===== config.mk =====
export PLATFORM = sky130hd
export DESIGN_NAME = reg_write_arbiter
export DESIGN_NICKNAME = d
export VERILOG_FILES = /design/src/rtl/reg_write_arbiter.sv
export SDC_FILE = /design/constraint.sdc
export NUM_CORES = 1
export LEC_CHECK = 0
export BUFFER_PORTS_ARGS = -buffer_cell sky130_fd_sc_hd__buf_2
export CORE_AREA = 5 5 42 44
export CTS_CLUSTER_SIZE = 40
export DETAILED_ROUTE_END_ITERATION = 12
export DIE_AREA = 0 0 47 49
export SYNTH_ARGS = -nofsm -noshare
export SYNTH_HDL_FRONTEND = slang
export SYNTH_SLANG_ARGS = --single-unit

===== constraint.sdc =====
create_clock -name CLK -period 3.15 [get_ports CLK]
set_clock_uncertainty 0.1 [all_clocks]
set_input_delay 0.1575 -clock CLK [delete_from_list [all_inputs] [get_ports CLK]]
set_output_delay 0.1575 -clock CLK [all_outputs]
set_load 0.03 [all_outputs]

===== src/rtl/reg_write_arbiter.sv =====
// -----------------------------------------------------------------------------
// reg_write_arbiter
//   Shares the single write port of the 8x8 register file between requester 0
//   (ALU writeback) and requester 1 (memory/load writeback). A three-state FSM
//   (IDLE, WR0, WR1) grants one requester per cycle. GNT/WRITE/BUSY are
//   decoded from the state register. WADDR/WDATA are a combinational mux of
//   the granted requester's held address and data.
//
//   Optional feature macro: RR_ARB_EN
//     defined   : round-robin between simultaneous requests seen in IDLE
//     undefined : fixed priority, requester 0 wins in IDLE
//   In both modes WRx hands over to the other requester if it is waiting, so a
//   requester never waits more than one grant behind the other.
// -----------------------------------------------------------------------------
module reg_write_arbiter #(
  parameter int DATA_WIDTH = 8,
  parameter int ADDR_WIDTH = 3
) (
  input  logic                  CLK,
  input  logic                  RESET,
  input  logic                  REQ0,
  input  logic [ADDR_WIDTH-1:0] ADDR0,
  input  logic [DATA_WIDTH-1:0] DATA0,
  output logic                  GNT0,
  input  logic                  REQ1,
  input  logic [ADDR_WIDTH-1:0] ADDR1,
  input  logic [DATA_WIDTH-1:0] DATA1,
  output logic                  GNT1,
  output logic                  WRITE,
  output logic [ADDR_WIDTH-1:0] WADDR,
  output logic [DATA_WIDTH-1:0] WDATA,
  output logic                  BUSY
);

  typedef enum logic [1:0] {
    IDLE = 2'd0,
    WR0  = 2'd1,
    WR1  = 2'd2
  } state_e;

  state_e state_q, state_d;

`ifdef RR_ARB_EN
  // Index of the requester favoured at the next contested IDLE arbitration.
  // Only grants made from IDLE move it: the WRx -> WRy handoff is forced by
  // the other requester waiting, so it is not an arbitration decision. After
  // reset requester 0 is favoured.
  logic rr_ptr_q, rr_ptr_d;
`endif

  // Next-state selection: IDLE arbitrates, WRx hands over to the other side.
  always_comb begin
    // NOTE: every signal written here gets a default first, so no path can
    // leave it unassigned and infer a latch.
    state_d = state_q;
`ifdef RR_ARB_EN
    rr_ptr_d = rr_ptr_q;
`endif
    case (state_q)
      IDLE: begin
        if (REQ0 && REQ1) begin
`ifdef RR_ARB_EN
          state_d = rr_ptr_q ? WR1 : WR0;
`else
          state_d = WR0;
`endif
        end else if (REQ0) begin
          state_d = WR0;
        end else if (REQ1) begin
          state_d = WR1;
        end
      end
      // The request consumed at this edge is never re-granted immediately.
      WR0:     state_d = REQ1 ? WR1 : IDLE;
      WR1:     state_d = REQ0 ? WR0 : IDLE;
      default: state_d = IDLE;
    endcase
`ifdef RR_ARB_EN
    // Point at the loser of the grant just made from IDLE.
    if (state_q == IDLE && state_d != IDLE) begin
      rr_ptr_d = (state_d == WR0);
    end
`endif
  end

  // State (and round-robin pointer) registers; reset drops any in-flight write.
  always_ff @(posedge CLK or negedge RESET) begin
    // NOTE: sequential state uses non-blocking assignments so every register
    // samples the pre-edge values regardless of statement order.
    if (!RESET) begin
      state_q <= IDLE;
`ifdef RR_ARB_EN
      rr_ptr_q <= 1'b0;
`endif
    end else begin
      state_q <= state_d;
`ifdef RR_ARB_EN
      rr_ptr_q <= rr_ptr_d;
`endif
    end
  end

  // Output decode: grant, write enable and write port mux follow the state.
  always_comb begin
    GNT0  = 1'b0;
    GNT1  = 1'b0;
    WRITE = 1'b0;
    WADDR = '0;
    WDATA = '0;
    case (state_q)
      WR0: begin
        GNT0  = 1'b1;
        WRITE = 1'b1;
        WADDR = ADDR0;
        WDATA = DATA0;
      end
      WR1: begin
        GNT1  = 1'b1;
        WRITE = 1'b1;
        WADDR = ADDR1;
        WDATA = DATA1;
      end
      default: ;
    endcase
    BUSY = (state_q != IDLE);
  end

endmodule

* Yosys cells after proc, flatten, opt, wreduce, memory -nomap -nowiden
Cells that the tools add are included.
** Word-level totals
- Bits of input ports :: 26
- Logic and storage cells :: 19
- Register bits after elaboration :: 2
- Output and inout bits :: 15
** Operators by class
- Mux-type cells :: 11
- Reduce and logical (&&, ||, !) cells :: 4
- Eq/ne operators :: 3
** Operators by type and width (count)
- 8-bit case mux with 2 select lines :: 1
- 2-bit 2-to-1 mux :: 4
- 2-bit case mux with 3 select lines :: 1
- 3-bit case mux with 2 select lines :: 1
- 1-bit 2-to-1 mux :: 4
- 4-bit != test, second input constant :: 1
- 2-bit by 1-bit == test with 1-bit output, second input constant :: 1
- 2-bit == test, second input constant :: 1
- 2-bit logical NOT :: 1
- 2-bit nonzero test :: 1
- 2-bit OR reduction :: 1
- 1-bit logical AND :: 1

* Logic depth before layout (Yosys ltp)
- Word-level depth :: 4
- Gate-level depth with buffers :: 5
- Mapped depth without buffers :: 4

* Worst setup path before layout
No wires, ideal clock.
- Path type :: register to output
- Start point :: register state_q[0]
- End point :: output WADDR[0]
- Stages on the path, launching flop included :: 5
- Path slack :: 1280 ps
- Arrival :: 1612 ps
- Path buffers :: 1
- Required time :: 2892 ps
- Path through :: dfrtp_1 inv_1 ha_1 clkbuf_1 nor2b_1
** Between the ends
- Cells in the longest elaborated chain, start to end :: 2
- Elaborated cells between the ends (all ways) :: 3
- Those cells by class :: eq/ne: 2; mux: 1
** RTL lines
- from (decl) :: RTL line 41 : state_e state_q, state_d;
- from (signal assigned) :: RTL line 96 : state_q <= state_d;
- 2-bit == test or 2-bit by 1-bit == test with 1-bit output (tied branches) :: RTL line 110 : case (state_q)
- 3-bit case mux with 2 select lines (*) :: RTL line 110
- to (decl) :: RTL line 30 : output logic [ADDR_WIDTH-1:0] WADDR,
Every way passes the cells marked *; elsewhere a longest branch is shown, timed or not.

* Worst setup path in the final report
- Start point :: register state_q[0]
- End point :: output WADDR[1]
The elaborated chain is that of the path after synthesis.

==> key figures <==
Outcome
  – Status: finished, final reports clean

Clock tree
  – TritonCTS buffer count: 3
  – TritonCTS clock tree: yes
  – CTS sink count: 2
  – Worst-Skew Late Latency: 220 ps
  – CTS root buf: clkbuf_4
  – Postcts setup bufs: 0
  – Worst-path clk slew: 30 ps
  – Clk buf depth: 2
  – Post-cts resize count: 0
  – H-tree Lvls: 1

Route
  – DRC Markers: 0
  – Routed wire length: 1070 um
  – DRT iter0 DRCs: 8
  – TritonRoute pass-1 iters: 4
  – Vias per Instance: 4.41
  – Avg WL per Cell: 11.0 um
  – Detail Route Antenna Nets: 0
  – Vias: 432

Power and ir drop
  – Net Switching: 0.126 mW
  – Pwr dens: 470 nW/um^2
  – Max IR drop VDD: 0.275 mV
  – Clock power share: 21.6%
  – Seq pwr share: 12.7%
  – Leak: 0.314 nW
  – Pint: 0.135 mW
  – Gate power share: 65.7%
  – Switching fraction of total power: 48.3%

Critical path
  – Reg-to-reg slack, setup: 1850 ps
  – Buf/Inv on CP: 2
  – Setup crit start kind: flop
  – Critical path data required time: 2890 ps
  – Max incr delay on CP: 420 ps
  – R2R Path End: state_q[1]$_DFFE_PN0P_
  – Critical path endpoint category: primary output
  – Crit-path max FO: 12
  – Worst R2R Start: state_q[1]$_DFFE_PN0P_
  – Slowest CP cell: ha_1
  – WS Path Type: flop to primary output
  – Arrival time at the worst endpoint: 1650 ps
  – Worst r2r path cells: 4
  – CP cell instances: inv_1, ha_1, a22oi_1, nor2b_1, buf_2
  – Largest delay share family, worst path: adder cells

GRT
  – Total congestion overflow: 0
  – First-pass GRT wire length: 1520 um
  – Overall Global Routing Usage: 9.23%
  – Largest net degree at the start of global routing: 14
  – Initial antenna violation count: 0
  – Number of global-route vias before repair: 385

Die
  – Die Y: 49 um
  – Row count: 14
  – Die width: 47 um
  – Die Footprint: 2300 sq um
  – Initial Utilization: 23.6%
  – IO Pins: 41
  – Core Box Area: 1400 sq um

Synthesis
  – Syn_area_per_cell: 8.06 sq um
  – Ys Warns: 0
  – Syn Nets: 71
  – Synth cell types: 13
  – Sequential area share after synthesis: 15.2%
  – Cells after Synth: 41
  – Syn Std Cell Area: 330 sq um
  – FF+latch count, synth: 2

STA
  – Max-slew headroom: 70.5%
  – Final hold vios: 0
  – TNS Setup: 0 ps
  – Crit path time final: 1900 ps
  – Worst slew pin tran: 442 ps
  – Final setup viols: 0
  – RSZ-0062 raised after global routing: no
  – Max Fclk: 525 MHz
  – Fin crit share: 60.5%
  – Fin. max-slew vios: 0

Cells and area
  – Biggest registers after layout: state_q: 2 flops
  – # diodes: 0
  – Largest Register: state_q
  – Final core utilization: 39.7%
  – Share of layout cells above drive strength 1: 52.4%
  – Max FFs per register: 2
  – Synth-to-Final Area Change: 68.6%
  – Layout Nets: 114

Job
  – Number of max-cap violations: 0

Placed design
  – Port Buf Inserts: 40
  – GP Congestion: 0.667
  – Final HPWL DP: 880 um

Worst hold path
  – Hold crit path type: input port to flop
  – Hold endpoint: state_q[0]$_DFFE_PN0P_
  – Min-Delay Path Depth: 3
  – Hold Path Origin: REQ0
==> metal layers <==
layer / vias up / part of all wire (%) / global-route usage (%)
li1: 226 / - / -
met1: 177 / 38 / 10.5
met3: 2 / 16 / 2.58
met2: 27 / 44 / 13.8
met4: 0 / 1.8 / 6.91
met5: - / 0 / 0
==> per-stage QoR <==
stage	instances	cell area [sq um]	hold WS, ps	setup WS [ps]	power [mW]
floorplan	41	330	-238	1280	0.162
global placement	94	524	-156	1520	0.204
detailed placement	94	524	-153	1460	0.207
CTS	98	557	58.9	1220	0.268
global route	98	557	73.9	1060	0.286
finish	98	557	63.5	1250	0.262
==> worst reg2reg max path, cell delays in order, from the launching register on <==
cell     delay, ps
dfrtp_1        400
inv_1           90
ha_1           430
nand3_1        110
o21ai_0        100
==> cell families (layout without fill, tap and decap cells) <==
group / after synthesis / after routing / synth area share [%]
buf+inv: 7 / 48 / 12.5
compound gates: 13 / 13 / 28.8
mux: 1 / 1 / 3.03
flops: 2 / 2 / 15.2
fa+ha+maj: 4 / 4 / 15.2
simple gates: 14 / 14 / 25.4
==> cell usage after synthesis <==
cell type | number | area [sq um]
nand2_1 | 1 | 3.75
a22oi_1 | 11 | 82.6
nor2b_1 | 11 | 68.8
inv_1 | 4 | 15.0
dfrtp_1 | 2 | 50.1
buf_6 | 2 | 22.5
o31ai_1 | 1 | 7.51
ha_1 | 4 | 50.1
mux2i_1 | 1 | 10.0
nand2b_1 | 1 | 6.26
clkbuf_1 | 1 | 3.75
o21ai_0 | 1 | 5.00
nand3_1 | 1 | 5.00
==> power by group through the flow <==
stage               Combinational [mW]  Clock, mW  Sequential, mW
floorplan                        0.129          0          0.0326
global placement                 0.171          0          0.0331
detailed placement               0.173          0          0.0335
CTS                              0.174     0.0605          0.0332
global route                     0.186     0.0655          0.0342
finish                           0.172     0.0565          0.0332
==> placed cells by master (no fill, tap or decap) <==
cell / synthesis / layout
buf_2: 0 / 40
a22oi_1: 11 / 11
nor2b_1: 11 / 11
inv_1: 4 / 4
ha_1: 4 / 4
clkbuf_4: 0 / 3
dfrtp_1: 2 / 2
nand2b_1: 1 / 1
mux2i_1: 1 / 1
nand3_1: 1 / 1
o21ai_0: 1 / 1
nand2_1: 1 / 1
o31ai_1: 1 / 1
dlygate4sd3_1: 0 / 1
==> how the worst max path moves through the flow <==
stage	start	end	slack [ps]	cells after the start
2_1_floorplan	state_q[0]$_DFFE_PN0P_	WADDR[0]	1280	4
3_3_place_gp	state_q[0]$_DFFE_PN0P_	WDATA[7]	1520	5
3_5_place_dp	state_q[0]$_DFFE_PN0P_	WDATA[3]	1460	5
4_1_cts	state_q[0]$_DFFE_PN0P_	WDATA[3]	1220	5
5_1_grt	state_q[0]$_DFFE_PN0P_	WADDR[0]	1060	5
6_report	state_q[0]$_DFFE_PN0P_	WADDR[1]	1250	5
==> area by class of cell <==
type | count | area [sq um]
Tap cell | 16 | 20.0
Timing Repair Buffer | 41 | 210
Multi-Input combinational cell | 32 | 239
Sequential cell | 2 | 50.0
Inverter | 4 | 15.0
Fill cell | 156 | 845
Clock buffer | 3 | 22.5
==> what timing repair did <==
item | 4_1_cts | 5_1_grt
setup endpoints to repair | 0 | 0
hold endpoints to repair | 2 | 0
hold buffers | 1 | 0
(Power assumes the default switching activity.)
